File: config.mk
export PLATFORM = sky130hd
export DESIGN_NAME = i2s_receiver
export DESIGN_NICKNAME = d
export VERILOG_FILES = /design/src/rtl/i2s_receiver_pkg.sv /design/src/rtl/i2s_rx_sync.sv /design/src/rtl/i2s_receiver.sv
export SDC_FILE = /design/constraint.sdc
export NUM_CORES = 1
export LEC_CHECK = 0
export CAP_MARGIN = 10
export CORE_AREA = 4 4 92 94
export CTS_CLUSTER_DIAMETER = 150
export CTS_CLUSTER_SIZE = 28
export DETAILED_ROUTE_END_ITERATION = 8
export DIE_AREA = 0 0 96 98
export GPL_TIMING_DRIVEN = 0
export PLACE_DENSITY = 0.78
export SLEW_MARGIN = 25
export SYNTH_ARGS = -nofsm -noshare
export SYNTH_HDL_FRONTEND = slang
export SYNTH_SLANG_ARGS = --single-unit
File: constraint.sdc
create_clock -name clk48m -period 2.1 [get_ports clk48m]
set_input_delay 0.42 -clock clk48m [delete_from_list [all_inputs] [get_ports clk48m]]
set_output_delay 0.42 -clock clk48m [all_outputs]
set_load 0.02 [all_outputs]
File: src/rtl/i2s_receiver_pkg.sv
// Shared definitions for the I2S receiver: default sample width, FSM encoding and error-counter helper.
package i2s_receiver_pkg;

    localparam int SAMPLE_WIDTH = 24;

    typedef enum logic [1:0] {
        SYNC_WAIT = 2'd0,
        SHIFT     = 2'd1,
        HOLD      = 2'd2
    } rx_state_t;

    function automatic logic [7:0] sat_inc8(input logic [7:0] value);
        return (value == 8'hFF) ? value : value + 8'd1;
    endfunction

endpackage

File: src/rtl/i2s_rx_sync.sv
// Synchronises the asynchronous SCLK/LRCLK/DIN inputs into clk48m and flags SCLK rising edges.
module i2s_rx_sync #(
    parameter int SYNC_STAGES = 2
) (
    input  logic clk48m,
    input  logic rst,
    input  logic sclk,
    input  logic lrclk,
    input  logic din,
    output logic sclk_rise,
    output logic lr_s,
    output logic din_s
);

    logic [SYNC_STAGES-1:0] sclk_sync;
    logic [SYNC_STAGES-1:0] lr_sync;
    logic [SYNC_STAGES-1:0] din_sync;
    logic                   sclk_d;

    // Synchroniser chains plus a registered edge detect; lr/din stay aligned with the rise flag.
    always_ff @(posedge clk48m) begin
        if (rst) begin
            sclk_sync <= '0;
            lr_sync   <= '0;
            din_sync  <= '0;
            sclk_d    <= 1'b0;
            sclk_rise <= 1'b0;
            lr_s      <= 1'b0;
            din_s     <= 1'b0;
        end else begin
            sclk_sync <= {sclk_sync[SYNC_STAGES-2:0], sclk};
            lr_sync   <= {lr_sync[SYNC_STAGES-2:0], lrclk};
            din_sync  <= {din_sync[SYNC_STAGES-2:0], din};
            sclk_d    <= sclk_sync[SYNC_STAGES-1];
            sclk_rise <= sclk_sync[SYNC_STAGES-1] & ~sclk_d;
            lr_s      <= lr_sync[SYNC_STAGES-1];
            din_s     <= din_sync[SYNC_STAGES-1];
        end
    end

endmodule

File: src/rtl/i2s_receiver.sv
// I2S (Philips) slave receiver: deserialises stereo WIDTH-bit samples from oversampled SCLK/LRCLK/DIN.
// Optional short-slot detection and counting is enabled by defining I2S_RX_FRAME_CHECK_EN.
module i2s_receiver
    import i2s_receiver_pkg::*;
#(
    parameter int WIDTH          = SAMPLE_WIDTH,
    parameter int SYNC_STAGES    = 2,
    parameter int TIMEOUT_CYCLES = 4096
) (
    input  logic             clk48m,
    input  logic             rst,
    input  logic             sclk,
    input  logic             lrclk,
    input  logic             din,
    output logic [WIDTH-1:0] left,
    output logic [WIDTH-1:0] right,
    output logic             sample_valid,
    output logic             locked,
    output logic             frame_err,
    output logic [7:0]       err_count
);

    localparam int BW    = $clog2(WIDTH + 1);
    localparam int CNT_W = $clog2(TIMEOUT_CYCLES + 1);

    logic             sclk_rise;
    logic             lr_s;
    logic             din_s;

    rx_state_t        state_r;
    rx_state_t        next_state_s;
    logic [WIDTH-2:0] sr_r;
    logic [BW-1:0]    bit_cnt_r;
    logic             ch_r;
    logic             lr_prev_r;
    logic             prev_valid_r;
    logic [CNT_W-1:0] to_cnt_r;

    logic [WIDTH-1:0] shifted_s;
    logic             shift_en_s;
    logic             commit_s;
    logic             start_s;
    logic             timeout_s;
    logic [WIDTH-1:0] left_d_s;
    logic [WIDTH-1:0] right_d_s;
    logic             valid_d_s;
    logic             locked_d_s;

    i2s_rx_sync #(
        .SYNC_STAGES (SYNC_STAGES)
    ) u_sync (
        .clk48m    (clk48m),
        .rst       (rst),
        .sclk      (sclk),
        .lrclk     (lrclk),
        .din       (din),
        .sclk_rise (sclk_rise),
        .lr_s      (lr_s),
        .din_s     (din_s)
    );

    // Per-edge event decode. Lr history is only trusted after one edge has loaded it, and from
    // SYNC_WAIT only a move into the left slot opens a word so every pair starts with a fresh left.
    always_comb begin
        shifted_s  = {sr_r, din_s};
        shift_en_s = sclk_rise && (state_r == SHIFT);
        commit_s   = shift_en_s && (bit_cnt_r == BW'(WIDTH - 1));
        start_s    = sclk_rise && prev_valid_r && (lr_s != lr_prev_r) &&
                     ((state_r != SYNC_WAIT) || !lr_s);
        timeout_s  = !sclk_rise && (to_cnt_r == CNT_W'(TIMEOUT_CYCLES));
    end

    // FSM state register.
    always_ff @(posedge clk48m) begin
        if (rst) begin
            state_r <= SYNC_WAIT;
        end else begin
            state_r <= next_state_s;
        end
    end

    // FSM next state; the slot transition outranks the commit made on the same edge.
    always_comb begin
        next_state_s = state_r;
        case (state_r)
            SYNC_WAIT: next_state_s = start_s ? SHIFT : SYNC_WAIT;
            SHIFT: begin
                if (start_s) begin
                    next_state_s = SHIFT;
                end else if (commit_s) begin
                    next_state_s = HOLD;
                end else begin
                    next_state_s = SHIFT;
                end
            end
            HOLD:      next_state_s = start_s ? SHIFT : HOLD;
            default:   next_state_s = SYNC_WAIT;
        endcase
        if (timeout_s) begin
            next_state_s = SYNC_WAIT;
        end else begin
            next_state_s = next_state_s;
        end
    end

    // FSM outputs: next values of the registered sample/strobe/lock outputs.
    always_comb begin
        left_d_s   = left;
        right_d_s  = right;
        valid_d_s  = 1'b0;
        locked_d_s = locked;
        if (commit_s) begin
            if (ch_r) begin
                right_d_s  = shifted_s;
                valid_d_s  = 1'b1;
                locked_d_s = 1'b1;
            end else begin
                left_d_s = shifted_s;
            end
        end else if (timeout_s) begin
            locked_d_s = 1'b0;
        end else begin
            locked_d_s = locked;
        end
    end

    // Shifter, slot tracking and SCLK-activity timeout.
    always_ff @(posedge clk48m) begin
        if (rst) begin
            sr_r         <= '0;
            bit_cnt_r    <= '0;
            ch_r         <= 1'b0;
            lr_prev_r    <= 1'b0;
            prev_valid_r <= 1'b0;
            to_cnt_r     <= '0;
        end else begin
            if (sclk_rise) begin
                to_cnt_r     <= '0;
                lr_prev_r    <= lr_s;
                prev_valid_r <= 1'b1;
            end else if (to_cnt_r != CNT_W'(TIMEOUT_CYCLES)) begin
                to_cnt_r <= to_cnt_r + CNT_W'(1);
            end
            if (start_s) begin
                ch_r      <= lr_s;
                bit_cnt_r <= '0;
                sr_r      <= '0;
            end else if (shift_en_s) begin
                sr_r      <= shifted_s[WIDTH-2:0];
                bit_cnt_r <= bit_cnt_r + BW'(1);
            end
        end
    end

    // Registered sample outputs.
    always_ff @(posedge clk48m) begin
        if (rst) begin
            left         <= '0;
            right        <= '0;
            sample_valid <= 1'b0;
            locked       <= 1'b0;
        end else begin
            left         <= left_d_s;
            right        <= right_d_s;
            sample_valid <= valid_d_s;
            locked       <= locked_d_s;
        end
    end

`ifdef I2S_RX_FRAME_CHECK_EN
    logic short_s;

    // A slot boundary that arrives while still shifting, without a commit, means a short word.
    always_comb begin
        short_s = start_s && (state_r == SHIFT) && !commit_s;
    end

    // Short-slot strobe and saturating counter.
    always_ff @(posedge clk48m) begin
        if (rst) begin
            frame_err <= 1'b0;
            err_count <= 8'd0;
        end else begin
            frame_err <= short_s;
            err_count <= short_s ? sat_inc8(err_count) : err_count;
        end
    end
`else
    assign frame_err = 1'b0;
    assign err_count = 8'd0;
`endif

endmodule

==> reports/summary.txt <==
status: finished clean
Post-Route Skew: 13.04 ps
worst slew pin tran: 505.5 ps
Ant. Diodes: 0
drt pass-1 iters: 4
Rel. slew slack: 66.30%
Synth Cell Area: 0.003948 mm^2
Synth cell types: 32
Tot Pwr: 3.284 mW
post-DP HPWL: 5350 um
Synth area leader: dfxtp_1
DR vias: 2,928
XOR/XNOR Fraction of Synth Area: 2.662%
clock sinks: 106
final count of negative-setup-slack endpoints: 0
synth cell count leaders: 106 x dfxtp_1, 69 x nor2_1, 52 x nand2_1
syn avg cell area: 9.558 um^2
number of port buffers: 54
number of synthesized flops with an enable pin: 0
wire per inst: 12.68 um
mux contribution to synthesized area: 12.93%
sequential fraction of the synthesis area: 53.76%
clk slew on worst S/H paths: 100 ps
asr flop ratio synth: 0%
WS Path Type: reg2reg
Final GP Congestion: 0.8582
maximum root-to-sink buffer count: 2
Clk network pwr share: 34.9%
Max Slew Vio Count: 0
Ports: 64
Post-Synth Simple-Gate Area: 19.62%
Peak VDD IR: 0.3665 mV
Tmin final: 1909 ps
worst path cell trace: ha_1 > nand3b_1 > nor3_4 > buf_4 > mux2i_1 > nor2_1
Initial Util: 51.62%
vias per std cell: 4.938
Comb pwr share: 3.3%
DRT iter0 DRCs: 129
Residual DRC: 0
die width: 96 um
first-pass GRT wire length: 12,410 um
# rows: 32
clk_lat worst skew: 370 ps
Sw Share: 23.61%
Crit Path Max Fanout: 10
initial antenna violation count: 0
max_cap viols: 0
vias in the first global route: 2,702
largest net degree at the start of global routing: 19
CTS Buf Count: 9
CTS tree: yes
Fill cells: 665
final WL: 7521 um
largest family of logic cells by synthesized area: simple AND/OR/NAND/NOR gates
post-CTS setup buffers: 0
grt total ovfl: 0
DIE HEIGHT: 98 um
CORE AREA: 0.007647 mm^2
CP bufs+invs: 1
cells after synthesis: 413
root buffer cell: clkbuf_8
WP data required: 2340 ps
die area: 0.009408 mm^2
Critical-path top delay cell: nor3_4
CTS H-tree depth: 3
yosys warns: 0
setup TNS: 0 ps
Overall Global Routing Usage: 16.45%
Synth top area share: 53.76%
Area contributors post-synth: dfxtp_1 54%, mux2i_1 13%, nor2_1 6.6%, nand2_1 4.9%, a21oi_1 3.9%
Hold Fails Final Rpt: 0
adder-cell area share of the yosys netlist: 0.9509%
LEAKAGE: 1.892 nW
Startpoint Class: flop
max incr delay on CP: 410 ps
critical path capture point type: flop
Top FF cell, synth: dfxtp_1
Area Growth Syn to Fin: 22.25%
Post-CTS Hold Buffers: 0
worst hold path class: reg2reg
PostCTS Resize Cnt: 0
Fmax: 524.0 MHz
Internal Power: 2.509 mW
arrival time at the worst endpoint: 2150 ps
FF+latch count, synth: 106
Final nets: 494
RSZ-0062 raised after global routing: false
Reg power frac: 61.8%
Worst path top cell family by delay: simple AND/OR/NAND/NOR gates
Pwr Density: 680.5 mW/mm^2
P_sw: 0.7753 mW
most numerous cell in the Yosys netlist: dfxtp_1
ratio of cells with drive above 1 in the final layout: 7.739%
period utilization: 90.88%
post-synthesis compound-gate area fraction: 4.913%
Antenna Nets Post-Route: 0
==> placed cells by master (no fill, tap or decap), types with 3 or more instances in the layout <==
master | netlist | layout
nand3b_1 | 3 | 3
buf_6 | 3 | 3
nand2_1 | 52 | 52
buf_4 | 12 | 12
or3_1 | 4 | 4
nor3_1 | 5 | 5
clkinv_4 | 0 | 3
nor2_1 | 69 | 69
a21oi_1 | 31 | 31
nand2b_1 | 5 | 5
conb_1 | 1 | 9
ha_1 | 3 | 3
nand4_1 | 5 | 5
xnor2_1 | 6 | 6
clkbuf_8 | 0 | 9
o21ai_0 | 6 | 6
nand3_1 | 6 | 6
clkbuf_1 | 10 | 11
buf_2 | 4 | 4
xor2_1 | 6 | 6
dfxtp_1 | 106 | 106
clkdlybuf4s50_1 | 0 | 54
nor2b_1 | 10 | 10
inv_1 | 3 | 3
mux2i_1 | 51 | 51
==> cells by family (layout without fill, tap and decap cells) <==
kind of cell / after synthesis / after routing
muxes: 51 / 51
buffers and inverters: 34 / 104
AOI/OAI and AO/OA: 38 / 38
adders and majority gates: 3 / 3
DFF: 106 / 106
and+or+nand+nor: 168 / 168
xor gates and xnor gates: 12 / 12
other: 1 / 9
==> routing by layer <==
| metal | wire [um] | GRT usage (%) | part of all wire [%] |
|---|---|---|---|
| met1 | 3421 | 21.43 | 45 |
| met2 | 3644 | 26.29 | 48 |
| met3 | 341 | 3.775 | 4.5 |
| met4 | 114 | 6.236 | 1.5 |
| met5 | 0 | 0 | 0 |
==> cell type report <==
class / instances / area (um^2) / area share [%]
Buffer: 31 / 188.9 / 3.915
Inverter: 3 / 11.26 / 0.2333
Clock buffer: 10 / 127.6 / 2.645
Timing Repair Buffer: 54 / 540.5 / 11.20
Tap cell: 102 / 127.6 / 2.645
Sequential cell: 106 / 2122 / 43.97
Clock inverter: 6 / 52.55 / 1.089
Multi-Input combinational cell: 281 / 1655 / 34.30
==> state kept, by name, indices dropped and copies added (netlist names), 2 cells and up <==
register          count
left                 24
right                24
sr_r                 23
to_cnt_r             13
bit_cnt_r             5
state_r               2
u_sync.din_sync       2
u_sync.lr_sync        2
u_sync.sclk_sync      2
==> worst paths after layout <==
path                            slack, ps  depth (start not counted)     startpoint               end
worst max register to register        190                          6   bit_cnt_r[0]          left[18]
worst min register to register        390                          1  u_sync.sclk_d  u_sync.sclk_rise
worst min-delay path                  390                          1  u_sync.sclk_d  u_sync.sclk_rise
worst max-delay path                  190                          6   bit_cnt_r[0]          left[18]
==> power groups by stage <==
stage | Clock (mW) | Sequential, mW | Combinational [mW]
CTS | 1.18 | 2.03 | 0.108
detailed placement | 0 | 2.08 | 0.107
global route | 1.26 | 2.03 | 0.119
floorplan | 0 | 2.08 | 0.0802
finish | 1.15 | 2.03 | 0.107
global placement | 0 | 2.08 | 0.104
==> metrics by stage <==
step | std cells | utilization, % | area [um^2] | hold slack, ps | setup WS, ps
global route | 593 | 63.11 | 4826 | 403.8 | 13.59
floorplan | 421 | - | 3978 | 367.4 | 485.0
detailed placement | 577 | 60.75 | 4646 | 382.3 | 85.08
global placement | 577 | 60.75 | 4646 | 371.8 | 105.3
finish | 593 | 63.11 | 4826 | 392.3 | 191.4
CTS | 593 | 63.11 | 4826 | 397.5 | 202.8
Power figures use the tool's default switching activity.
